File: src/rtl/sd_pkg.sv
// rtl/sd_pkg.sv - shared types and constants for the SD SPI command path
//
// Purpose: state encoding for sd_cmd_sequencer, 48-bit command frame field
// offsets, the CRC7 polynomial with a single-bit update helper, and the SD
// command indices used by the top-level init sequence.
// Ports: none (package).
package sd_pkg;

  typedef enum logic [2:0] {
    ST_IDLE,
    ST_CRC,
    ST_SEND,
    ST_WAIT,
    ST_RECV,
    ST_DONE
  } state_e;

  localparam int FRAME_W   = 48;
  localparam int START_BIT = 47;
  localparam int TX_BIT    = 46;
  localparam int IDX_MSB   = 45;
  localparam int IDX_LSB   = 40;
  localparam int ARG_MSB   = 39;
  localparam int ARG_LSB   = 8;
  localparam int CRC_MSB   = 7;
  localparam int CRC_LSB   = 1;
  localparam int END_BIT   = 0;

  // Frame bits 47..8 are covered by the CRC.
  localparam int CRC_BITS = 40;

  localparam logic [6:0] CRC7_POLY = 7'h09;

  localparam logic [5:0] CMD0   = 6'd0;
  localparam logic [5:0] CMD8   = 6'd8;
  localparam logic [5:0] CMD55  = 6'd55;
  localparam logic [5:0] ACMD41 = 6'd41;
  localparam logic [5:0] CMD58  = 6'd58;

  // One MSB-first step of the CRC7 LFSR.
  function automatic logic [6:0] crc7_step(input logic [6:0] crc, input logic din);
    logic fb;
    fb = din ^ crc[6];
    return {crc[5:0], 1'b0} ^ (fb ? CRC7_POLY : 7'h00);
  endfunction

endpackage

File: src/rtl/crc7_serial.sv
// rtl/crc7_serial.sv - bit-serial CRC7 generator, one bit per negedge
//
// Purpose: accumulates CRC7 (x^7+x^3+1, init 0) over a bit stream presented
// MSB first.
// Ports:
//   clk    - bit clock, state updates on negedge
//   rst    - asynchronous active-high reset
//   clear  - zero the CRC register (wins over enable)
//   enable - fold din into the CRC on this edge
//   din    - serial data bit
//   crc    - current CRC value
module crc7_serial
  import sd_pkg::*;
(
  input  logic       clk,
  input  logic       rst,
  input  logic       clear,
  input  logic       enable,
  input  logic       din,
  output logic [6:0] crc
);

  logic [6:0] crc_q;
  logic [6:0] crc_d;

  always_comb begin
    crc_d = crc_q;
    if (clear) begin
      crc_d = 7'h00;
    end else if (enable) begin
      crc_d = crc7_step(crc_q, din);
    end
  end

  always_ff @(negedge clk or posedge rst) begin
    if (rst) begin
      crc_q <= 7'h00;
    end else begin
      crc_q <= crc_d;
    end
  end

  assign crc = crc_q;

endmodule

File: src/rtl/sd_cmd_sequencer.sv
// rtl/sd_cmd_sequencer.sv - SD SPI command framing, send sequencing and response capture
//
// Purpose: latches a command index/argument, builds the 48-bit frame with a
// serially computed CRC7, drives the serial sender's start/finish handshake,
// hunts for the response start bit on MISO and shifts in R1 (plus an optional
// long payload), then reports with a four-phase req/done handshake.
// Ports:
//   spiClock   - bit clock; all state changes on its negedge
//   reset      - asynchronous active-high reset
//   req/done   - four-phase request/result handshake
//   cmdIndex, cmdArg, respLong - command inputs, sampled on the accepting edge
//   sendStart/sendCmd/sendFinish - handshake and frame to the serial sender
//   bitin      - MISO
//   busy       - accept until done
//   timeout, respR1, respData - result, valid with done
module sd_cmd_sequencer
  import sd_pkg::*;
#(
  parameter int maxWait  = 64,
  parameter int longBits = 32
) (
  input  logic                spiClock,
  input  logic                reset,
  input  logic                req,
  input  logic [5:0]          cmdIndex,
  input  logic [31:0]         cmdArg,
  input  logic                respLong,
  output logic                sendStart,
  output logic [47:0]         sendCmd,
  input  logic                sendFinish,
  input  logic                bitin,
  output logic                busy,
  output logic                done,
  output logic                timeout,
  output logic [7:0]          respR1,
  output logic [longBits-1:0] respData
);

  localparam int SR_W    = 8 + longBits;
  localparam int CNT_MAX = (maxWait > SR_W) ? maxWait : SR_W;
  localparam int CNT_W   = $clog2(CNT_MAX + 1);

  state_e                state_q, state_d;
  logic [CNT_W-1:0]      cnt_q, cnt_d;
  logic [5:0]            idx_q, idx_d;
  logic [31:0]           arg_q, arg_d;
  logic                  long_q, long_d;
  // Set once req has been sampled low since the last accept; a new command
  // needs it, so a req held high across DONE->IDLE cannot re-trigger.
  logic                  armed_q, armed_d;
  logic                  send_start_q, send_start_d;
  logic                  busy_q, busy_d;
  logic                  done_q, done_d;
  logic                  timeout_q, timeout_d;
  logic [7:0]            resp_r1_q, resp_r1_d;
  logic [longBits-1:0]   resp_data_q, resp_data_d;
  logic [SR_W-1:0]       sr_q, sr_d;

  logic [SR_W-1:0]       sr_shift;
  logic [CNT_W-1:0]      recv_last;
  logic [39:0]           payload;
  logic [5:0]            crc_sel;
  logic                  crc_clear;
  logic                  crc_en;
  logic [6:0]            crc_val;
  logic [FRAME_W-1:0]    frame;

  assign payload = {1'b0, 1'b1, idx_q, arg_q};
  assign crc_sel = 6'(CRC_BITS - 1) - cnt_q[5:0];

  crc7_serial u_crc (
    .clk    (spiClock),
    .rst    (reset),
    .clear  (crc_clear),
    .enable (crc_en),
    .din    (payload[crc_sel]),
    .crc    (crc_val)
  );

  always_comb begin
    frame                    = '0;
    frame[START_BIT]         = 1'b0;
    frame[TX_BIT]            = 1'b1;
    frame[IDX_MSB:IDX_LSB]   = idx_q;
    frame[ARG_MSB:ARG_LSB]   = arg_q;
    frame[CRC_MSB:CRC_LSB]   = crc_val;
    frame[END_BIT]           = 1'b1;
  end

  // The frame is only presented while the sender is being driven.
  assign sendCmd = (state_q == ST_SEND) ? frame : '0;

  // R1's MSB is consumed in WAIT, so RECV takes 7 more bits (+ payload).
  assign recv_last = long_q ? CNT_W'(SR_W - 2) : CNT_W'(6);
  assign sr_shift  = {sr_q[SR_W-2:0], bitin};

  always_comb begin
    state_d      = state_q;
    cnt_d        = cnt_q;
    idx_d        = idx_q;
    arg_d        = arg_q;
    long_d       = long_q;
    armed_d      = armed_q | ~req;
    send_start_d = send_start_q;
    busy_d       = busy_q;
    done_d       = done_q;
    timeout_d    = timeout_q;
    resp_r1_d    = resp_r1_q;
    resp_data_d  = resp_data_q;
    sr_d         = sr_q;
    crc_clear    = 1'b0;
    crc_en       = 1'b0;

    case (state_q)
      ST_IDLE: begin
        if (req && armed_q) begin
          state_d   = ST_CRC;
          idx_d     = cmdIndex;
          arg_d     = cmdArg;
          long_d    = respLong;
          armed_d   = 1'b0;
          cnt_d     = '0;
          busy_d    = 1'b1;
          crc_clear = 1'b1;
        end
      end

      ST_CRC: begin
        crc_en = 1'b1;
        if (cnt_q == CNT_W'(CRC_BITS - 1)) begin
          state_d      = ST_SEND;
          send_start_d = 1'b1;
          cnt_d        = '0;
        end else begin
          cnt_d = cnt_q + 1'b1;
        end
      end

      ST_SEND: begin
        if (sendFinish) begin
          state_d      = ST_WAIT;
          send_start_d = 1'b0;
          cnt_d        = '0;
        end
      end

      // cnt_q is the number of WAIT edges already spent, so this edge is
      // count cnt_q+1; a start bit up to count maxWait wins over timeout.
      ST_WAIT: begin
        if (!bitin && (cnt_q != CNT_W'(maxWait))) begin
          state_d = ST_RECV;
          cnt_d   = '0;
          sr_d    = '0;
        end else if (cnt_q == CNT_W'(maxWait)) begin
          state_d     = ST_DONE;
          busy_d      = 1'b0;
          done_d      = 1'b1;
          timeout_d   = 1'b1;
          resp_r1_d   = 8'h00;
          resp_data_d = '0;
        end else begin
          cnt_d = cnt_q + 1'b1;
        end
      end

      ST_RECV: begin
        sr_d = sr_shift;
        if (cnt_q == recv_last) begin
          state_d     = ST_DONE;
          busy_d      = 1'b0;
          done_d      = 1'b1;
          timeout_d   = 1'b0;
          resp_r1_d   = long_q ? sr_shift[SR_W-1 -: 8] : sr_shift[7:0];
          resp_data_d = long_q ? sr_shift[longBits-1:0] : '0;
        end else begin
          cnt_d = cnt_q + 1'b1;
        end
      end

      ST_DONE: begin
        // armed_q means req already dropped during the operation.
        if (!req || armed_q) begin
          state_d = ST_IDLE;
          done_d  = 1'b0;
          armed_d = ~req;
        end
      end

      default: begin
        state_d = ST_IDLE;
      end
    endcase
  end

  always_ff @(negedge spiClock or posedge reset) begin
    if (reset) begin
      state_q      <= ST_IDLE;
      cnt_q        <= '0;
      idx_q        <= '0;
      arg_q        <= '0;
      long_q       <= 1'b0;
      armed_q      <= 1'b1;
      send_start_q <= 1'b0;
      busy_q       <= 1'b0;
      done_q       <= 1'b0;
      timeout_q    <= 1'b0;
      resp_r1_q    <= '0;
      resp_data_q  <= '0;
      sr_q         <= '0;
    end else begin
      state_q      <= state_d;
      cnt_q        <= cnt_d;
      idx_q        <= idx_d;
      arg_q        <= arg_d;
      long_q       <= long_d;
      armed_q      <= armed_d;
      send_start_q <= send_start_d;
      busy_q       <= busy_d;
      done_q       <= done_d;
      timeout_q    <= timeout_d;
      resp_r1_q    <= resp_r1_d;
      resp_data_q  <= resp_data_d;
      sr_q         <= sr_d;
    end
  end

  assign sendStart = send_start_q;
  assign busy      = busy_q;
  assign done      = done_q;
  assign timeout   = timeout_q;
  assign respR1    = resp_r1_q;
  assign respData  = resp_data_q;

endmodule

File: config.mk
export PLATFORM = sky130hd
export DESIGN_NAME = sd_cmd_sequencer
export DESIGN_NICKNAME = d
export VERILOG_FILES = /design/src/rtl/sd_pkg.sv /design/src/rtl/crc7_serial.sv /design/src/rtl/sd_cmd_sequencer.sv
export SDC_FILE = /design/constraint.sdc
export NUM_CORES = 1
export LEC_CHECK = 0
export CAP_MARGIN = 15
export CORE_ASPECT_RATIO = 1.75
export CORE_MARGIN = 8
export CORE_UTILIZATION = 55
export DETAILED_ROUTE_END_ITERATION = 12
export GPL_TIMING_DRIVEN = 0
export PLACE_DENSITY = 0.94
export SYNTH_ARGS = -nofsm -noshare
export SYNTH_HDL_FRONTEND = slang
export SYNTH_SLANG_ARGS = --single-unit
File: constraint.sdc
create_clock -name spiClock -period 7.8 [get_ports spiClock]
set_input_delay 1.56 -clock spiClock [delete_from_list [all_inputs] [get_ports spiClock]]
set_output_delay 1.56 -clock spiClock [all_outputs]
set_load 0.01 [all_outputs]
* Word-level counts from Yosys, hierarchy flattened
Cells that the tools add are included.
** Storage, ports and cells
- Register bits :: 140
- Logic and storage cells :: 115
- Input port bits :: 44
** Operators by class
- Reductions and logical operators :: 20
- Mux-type cells :: 54
- $lt $le $gt $ge :: 1
- Equal/unequal tests :: 20
- Add/subtract/negate cells :: 2
- Bitwise logic cells :: 4
** Operators by type and width (number)
- $mux 32 :: 4
- $pmux 39 s2 :: 1
- $pmux 32 s2 :: 1
- $mux 7 :: 8
- $mux 47 :: 1
- $mux 39 :: 1
- $pmux 7 s5 :: 1
- $mux 8 :: 4
- $mux 3 :: 7
- $ne 2x2->1 const B :: 9
- $pmux 3 s6 :: 1
- $mux 1 :: 16
- $pmux 8 s2 :: 1
- $reduce_and 5->1 :: 3
- $add 7x1->7 const B :: 1
- $eq 7x6->1 :: 1
- $eq 7x6->1 const B :: 1
- $eq 7x7->1 const B :: 1
- $lt 6x7->1 const B :: 1
- $ne 7x7->1 const B :: 1
- $xor 7x7->7 :: 1
- $bmux 1 s6 :: 1
- $eq 3x2->1 const B :: 2
- $eq 3x3->1 const B :: 2
- 21 further kinds :: 31

* Logic depth before layout (Yosys ltp)
- Depth in word-level cells :: 8
- Depth in mapped cells :: 11

* Modules after synthesis
A second synthesis with hierarchy kept.
** Second synthesis, totals
- Cells, all modules :: 580
- Area total of the unflattened synthesis :: 6615.1 um^2
** By module, submodules not included
- sd_cmd_sequencer :: cells an instance 551, instances 1, seq. area each 3329.4 um^2, area each 6303.5 um^2
- crc7_serial :: cells an instance 29, instances 1, seq. area each 175.2 um^2, area each 311.5 um^2

==> PnR_summary.wiki <==
{| class="wikitable"
! Metric !! Value
|-
| Total number of vias || 5484
|-
| Share of the core filled with cells in the final layout || 0.754
|-
| Number of slew-limit violations in the final report || 0
|-
| Initial Utilization || 0.564
|-
| Syn Inst Count || 595
|-
| Power density over cell area || 324 nW/µm²
|-
| Clock sink count || 140
|-
| Count of nets after finishing || 802
|-
| Root Buffer || sky130_fd_sc_hd__clkbuf_16
|-
| HP Class || reg2reg
|-
| Die width || 98.3 µm
|-
| Transition time of the tightest slew-check pin || 1.07 ns
|-
| Total area of multi-input combinational cells || 2750 µm²
|-
| Total congestion overflow after global routing || 0
|-
| Syn_area_per_cell || 11.0 µm²
|-
| First-iteration detailed-routing DRC count || 331
|-
| Synth area leaders || sky130_fd_sc_hd__dfrtn_1 (53%), sky130_fd_sc_hd__mux2_2 (5.9%), sky130_fd_sc_hd__a22o_1 (5.5%), sky130_fd_sc_hd__nand2_1 (5.3%), sky130_fd_sc_hd__and3_1 (4.4%)
|-
| Ratio of cells with drive above 1 in the final layout || 0.145
|-
| Seq/Total Area, Yosys || 0.537
|-
| Worst setup timing slack at the placement stage || -0.0702 ns
|-
| Kind of launch point of the worst setup path || register
|-
| Via count of the first global-routing pass || 5969
|-
| Count of warnings emitted by yosys || 0
|-
| Pwr Total || 0.00283 W
|-
| GP Congestion || 0.918
|-
| Buffer depth of the longest clock path || 2
|-
| Inserted Clock Buffers || 17
|-
| Remaining antenna violation count after routing || 0
|-
| Detailed-routing iteration count for the pre-antenna-repair pass || 6
|-
| Final worst-path setup slack || 0.0578 ns
|-
| Cell type with the highest aggregate area in the netlist || sky130_fd_sc_hd__dfrtn_1
|-
| Total die area || 15700 µm²
|-
| Run status || finished clean
|-
| Number of enable-type register cells in the synthesized netlist || 0
|-
| Critical Path End Type || output port
|-
| Total routing usage reported by global routing || 0.245
|-
| Clock skew after layout || 0.0496 ns
|-
| DIE HEIGHT || 160 µm
|-
| Count of inserted antenna diode cells || 0
|-
| Worst Path Required || 6.24 ns
|-
| First-pass GRT wire length || 30.8 mm
|-
| Num rows || 52
|-
| Unique masters post-synth || 57
|-
| Number of placed cells counting well taps || 867
|-
| Number of cells on the worst hold path || 2
|-
| Top_reg_cell synth || sky130_fd_sc_hd__dfrtn_1
|-
| Storage cell area || 3500 µm²
|-
| Average wire per standard cell || 21.2 µm
|-
| Number of non-filler instances in the completed layout || 899
|-
| Filler Cells Inserted || 756
|-
| Share of synthesized flip-flops with an asynchronous set or reset || 1.00
|-
| MaxCap Viol Count || 0
|-
| Hold Violations, Final || 0
|-
| Synthesized Nets || 644
|-
| Yosys reg bits || 140
|-
| Number of vias per cell || 6.10
|-
| Syn Std Cell Area || 6530 µm²
|-
| Critical path class || reg2out
|-
| Placed cell areas || 8100 µm²
|-
| Signed area change from the synthesized netlist to the final layout || 33.8%
|-
| Max rail drop VDD || 0.000191 V
|-
| Number of endpoints failing setup at the final stage || 0
|-
| Insertion delay to the later sink of the worst-skew pair || 0.43 ns
|-
| Post-CTS clock slew at the launch and capture registers of the worst setup and hold paths || 0.04 ns
|-
| TritonCTS clock tree || yes
|-
| Core Footprint || 11600 µm²
|-
| Static power due to leakage || 3.91 nW
|-
| Area of all placed cells without fillers || 8730 µm²
|-
| DR DRC count || 0
|-
| Antenna violations before repair || 0
|-
| Pin count of the biggest net entering global routing || 41
|-
| Total half-perimeter wirelength after legalization and detailed placement || 13.5 mm
|-
| Wirelength, routed || 19.1 mm
|-
| WP data arrival || 6.18 ns
|-
| Fraction of post-synthesis cell area in the top cell type by area || 0.533
|-
| Count of boundary I/O pins || 136
|-
| # H-tree levels || 4
|-
| Count of cells along the worst register-to-register path || 10
|-
| CP max FO || 11
|-
| Worst rel slew slack || 0.284
|-
| Number of port buffers || 134
|}
## sequential cells by signal, indices dropped and copies added (netlist names)
signal     cells
respR1         8
idx_q          6
cnt_q          7
long_q         1
sr_q          39
respData      32
armed_q        1
done           1
arg_q         32
state_q        3
timeout        1
sendStart      1
u_crc.crc      7
busy           1
## metal layers
| layer | track usage | share of wire | vias up | routed length, µm |
|---|---|---|---|---|
| li1 | - | - | 2442 | - |
| met1 | 0.247 | 0.36 | 2719 | 6800 |
| met2 | 0.446 | 0.54 | 260 | 10300 |
| met3 | 0.0649 | 0.066 | 63 | 1270 |
| met4 | 0.127 | 0.037 | 0 | 702 |
| met5 | 0 | 0 | - | 0 |
## cells in the mapped netlist, drive strengths merged, types with 2 or more instances
master     n
mux4       7
and2       2
mux2      40
a22o      41
a31oi      3
inv       12
nor4b      2
a311o      2
mux2i     13
o2bb2ai    2
nor2b      2
nand2     93
a21o       6
buf       19
nor2      13
xnor2      2
nand4      3
a2111oi    2
nand3     18
a21oi     13
dfrtn    139
clkbuf    31
nor3       4
ha         5
o21ai     50
xor2       3
and3      46
o211ai     3
## area by class of cell
class                   count  area share
flip-flops and latches    140       0.401
multi-input cells         394       0.314
repair buffers            138       0.161
clock buffers              24      0.0552
plain buffers              50      0.0301
well taps                 135      0.0193
clock inverters             7      0.0132
inverters                  11     0.00516
## path summary, 6_finish.rpt
path                            slack [ns]           to        from
worst max-delay path                  0.06  sendCmd[38]  state_q[0]
worst min-delay path                  0.43      timeout     timeout
worst max register to register        4.90     cnt_q[0]    cnt_q[0]
worst min register to register        0.43      timeout     timeout
max in group asynchronous             1.45    arg_q[28]       reset
min in group asynchronous             5.45  respData[3]       reset
## placed cells by master (no fill, tap or decap), types with 2 or more instances in the layout
| cell type | n |
|---|---|
| sky130_fd_sc_hd__dfrtn_1 | 139 |
| sky130_fd_sc_hd__clkdlybuf4s50_1 | 134 |
| sky130_fd_sc_hd__nand2_1 | 93 |
| sky130_fd_sc_hd__o21ai_0 | 49 |
| sky130_fd_sc_hd__and3_1 | 46 |
| sky130_fd_sc_hd__a22o_1 | 41 |
| sky130_fd_sc_hd__mux2_2 | 34 |
| sky130_fd_sc_hd__clkbuf_1 | 26 |
| sky130_fd_sc_hd__nand3_1 | 18 |
| sky130_fd_sc_hd__clkbuf_16 | 17 |
| sky130_fd_sc_hd__buf_2 | 13 |
| sky130_fd_sc_hd__a21oi_1 | 13 |
| sky130_fd_sc_hd__mux2i_1 | 13 |
| sky130_fd_sc_hd__nor2_1 | 12 |
| sky130_fd_sc_hd__inv_1 | 11 |
| sky130_fd_sc_hd__a21o_1 | 6 |
| sky130_fd_sc_hd__mux2_1 | 6 |
| sky130_fd_sc_hd__clkbuf_2 | 5 |
| sky130_fd_sc_hd__mux4_2 | 5 |
| sky130_fd_sc_hd__ha_1 | 5 |
| sky130_fd_sc_hd__nor3_1 | 4 |
| sky130_fd_sc_hd__buf_4 | 4 |
| sky130_fd_sc_hd__buf_6 | 4 |
| sky130_fd_sc_hd__clkbuf_4 | 3 |
| sky130_fd_sc_hd__o211ai_1 | 3 |
| sky130_fd_sc_hd__a31oi_1 | 3 |
| sky130_fd_sc_hd__xor2_1 | 3 |
| sky130_fd_sc_hd__clkbuf_8 | 3 |
| sky130_fd_sc_hd__bufinv_16 | 3 |
| sky130_fd_sc_hd__buf_12 | 3 |
| sky130_fd_sc_hd__xnor2_1 | 2 |
| sky130_fd_sc_hd__o2bb2ai_1 | 2 |
| sky130_fd_sc_hd__nand4_1 | 2 |
| sky130_fd_sc_hd__a311o_1 | 2 |
| sky130_fd_sc_hd__mux4_1 | 2 |
| sky130_fd_sc_hd__clkinvlp_4 | 2 |
## where the power goes
group	leakage [nW]	internal (W)	switching, W
logic	1.79	0.000473	0.000531
registers	1.84	0.000887	0.000118
clock network	0.292	0.000526	0.000293
## cells by family after synthesis
group                    share of synthesized area
AO/OA/AOI/OAI                                0.141
XOR/XNOR                                   0.00671
adder cells (fa/ha/maj)                    0.00959
buffers and inverters                       0.0443
flip-flops                                   0.537
multiplexers                                 0.114
other                                     0.000575
AND/OR/NAND/NOR                              0.146
## per-stage QoR
| step | setup TNS [ns] | hold WS (ns) |
|---|---|---|
| floorplan | 0 | 0.424 |
| global placement | -50.64 | 0.424 |
| detailed placement | -0.979 | 0.432 |
| CTS | 0 | 0.432 |
| global route | -0.00521 | 0.458 |
| finish | 0 | 0.427 |
## critical path, cell delays in order (launching register included)
cell and delay, ns:
sky130_fd_sc_hd__dfrtn_1 0.38, sky130_fd_sc_hd__buf_2 0.23, sky130_fd_sc_hd__nor2_4 0.26, sky130_fd_sc_hd__clkbuf_4 0.26
sky130_fd_sc_hd__and3_1 0.20, sky130_fd_sc_hd__clkdlybuf4s50_1 0.55
## repair_timing
item / CTS / global route
setup buffers: 0 / 1
endpoints found under the setup margin: 45 / 39
resized for setup: 12 / 5
cloned: 1 / 0
pin swaps: 1 / 1
hold buffers: 0 / 0
No activity file was read; power rests on OpenSTA's default activity.
==> RTL edit: new RTL, same flow settings <==
Encoding of `state_e`: now Gray code (3 bits for 6 states).
--- a/src/rtl/sd_pkg.sv
+++ b/src/rtl/sd_pkg.sv
@@ -8,10 +8,10 @@
 
   typedef enum logic [2:0] {
-    ST_IDLE,
-    ST_CRC,
-    ST_SEND,
-    ST_WAIT,
-    ST_RECV,
-    ST_DONE
+    ST_IDLE = 3'b000,
+    ST_CRC  = 3'b001,
+    ST_SEND = 3'b011,
+    ST_WAIT = 3'b010,
+    ST_RECV = 3'b110,
+    ST_DONE = 3'b111
   } state_e;
 
Formal check against the unedited RTL: same outputs for any inputs over 10 cycles, from zero or initial values and one cycle with reset high; not proved beyond that.
==> RTL edit against the unedited design <==
Final area shrank 1.2%. First-iteration DRC count shrank 9.4%. Area after synthesis shrank 1.2%. Register-to-register slack lost 0.14 ns. Hold slack lost 0.0052 ns. Die area shrank 1.0%. Largest cell class unchanged. Total power shrank 4.1%. Setup slack gained 0.040 ns. Global-route usage shrank 1.6 points. Routed wire length shrank 8.6%. Clock power shrank 6.0%. Sequential cell count is the same.
==> RTL edit: results (changes against the unedited design) <==
status: "complete, no violations"
clk_path_buf_depth: 2  # unchanged
clock_skew_ns: 0.04892  # -0.0006657 ns
yosysWarnings: 0  # unchanged
relSlewSlack: 0.4436  # +0.1596
drive_gt1_frac: 0.08554  # -0.05975
wl_per_cell_um: 18.05  # -15%
rrSetupSlack_ns: 4.76  # -0.14 ns
ff2ff_path_depth: 10  # unchanged
synth.yosys.seq_area_share: 0.5434  # +0.006354
vias: 5513  # +0.53%
met2_usage: 0.4233  # -0.02291
grt_pass1_vias: 5882  # -1.5%
synth_nets: 710  # +10%
hold_path_end: "respR1[7]"
grt_start_max_net_pins: 44  # +7.3%
p_leak_uw: 0.003917  # about the same
h-tree-depth: 4  # unchanged
switching_share: 0.3460  # +0.01277
synth_common_cells: "nand2_1 (210), dfrtn_1 (139), o21ai_0 (49), and2_1 (47), a22o_1 (42)"
grt_pass1_wl_um: 28790  # -6.5%
grt_use_total: 0.2293  # -0.01573
drt_iter0_markers: 300  # -9.4%
ir_worst_vdd_mv: 0.2294  # +20%
gp_congestion: 0.8384  # -8.7%
nets: 866  # +8.0%
dp.final_hpwl_um: 12740  # -5.7%
cp_slowest_cell: "clkdlybuf4s50_1"
dpl-instance-area_mm2: 0.008024  # -0.94%
rr_startpoint: "cnt_q[1]"
ys_types: 51  # -11%
use_met3: 0.08012  # +0.01526
met1_usage: 0.2193  # -0.02797
dr.pass1.iters: 5  # -1
hp-start: "respR1[7]"
critPathArrivalTime_ns: 6.14  # -0.04 ns
slowest_delay_ns: 0.58  # +0.03 ns
synth.area.top_cells: "dfrtn_1 (54%), nand2_1 (12%), a22o_1 (5.7%), and2_1 (4.6%), o21ai_0 (3.8%)"
fillers: 738  # -2.4%
RTL edit: logic make-up (layout without fill, tap and decap cells):
kind of cell	Yosys count	count (layout)	synth area share
AOI/OAI and AO/OA	126	126	0.1350
xor gates and xnor gates	5	5	0.006789
adders and majority gates	5	5	0.009699
buffers and inverters	61	230	0.04403
DFF	140	140	0.5434
muxes	23	23	0.05432
other	1	1	0.0005814
and+or+nand+nor	300	300	0.2062
RTL edit: through the flow:
step | setup slack (ns) | std cells | setup TNS [ns] | hold slack, ns
2_1_floorplan | 0.7030 | 661 | 0 | 0.4116
3_3_place_gp | -0.4205 | 930 | -62.30 | 0.4203
3_5_place_dp | -0.2255 | 933 | -6.291 | 0.4302
4_1_cts | 0.001390 | 966 | 0 | 0.4290
5_1_grt | 0.01807 | 965 | 0 | 0.4505
6_report | 0.09821 | 965 | 0 | 0.4216
RTL edit: layout make-up:
type                       count  area (um2)  area share
buffer                        48       262.8     0.03045
clock buffer                  21       450.4     0.05220
clock inverter                12       113.9     0.01319
inverter                      10       41.29    0.004785
multi-input combinational    460        2669      0.3093
sequential                   140        3505      0.4061
tap                          135       168.9     0.01957
timing repair buffer         139        1419      0.1644
RTL edit: power by group through the flow:
stage,sequential (uW),clock [uW],combinational [uW]
global placement,965,1.60,908
finish,967,770,975
global route,983,810,1060
CTS,960,772,976
floorplan,939,1.60,593
detailed placement,970,1.60,938
RTL edit: worst max-delay path: cells and delay by family (launching register included):
family                 cells  cell delay, ns
and+or+nand+nor            3            0.48
DFF                        1            0.38
buffers and inverters      3            0.99
RTL edit: worst max-delay path by stage:
stage	to	depth (start not counted)	slack (ns)	startpoint
after floorplan	arg_q[0]	1	0.70	reset
after global placement	respData[28]	2	-0.42	reset
after detailed placement	sendCmd[40]	6	-0.23	state_q[1]
after CTS	sendCmd[34]	6	0.001	state_q[2]
after global routing	sendCmd[11]	6	0.02	state_q[0]
final	sendCmd[41]	6	0.1	state_q[0]
RTL edit: routing by layer:
| layer | wire length (um) | vias to the layer above |
|---|---|---|
| met5 | 0 | - |
| met1 | 6112 | 2706 |
| met2 | 9545 | 231 |
| met4 | 494 | 0 |
| li1 | - | 2539 |
| met3 | 1266 | 37 |
RTL edit: timing repair:
action | in CTS | in global routing
setup endpoints to repair | 46 | 35
buffers inserted | 2 | 0
pin swaps | 1 | 1
resized for setup | 10 | 10
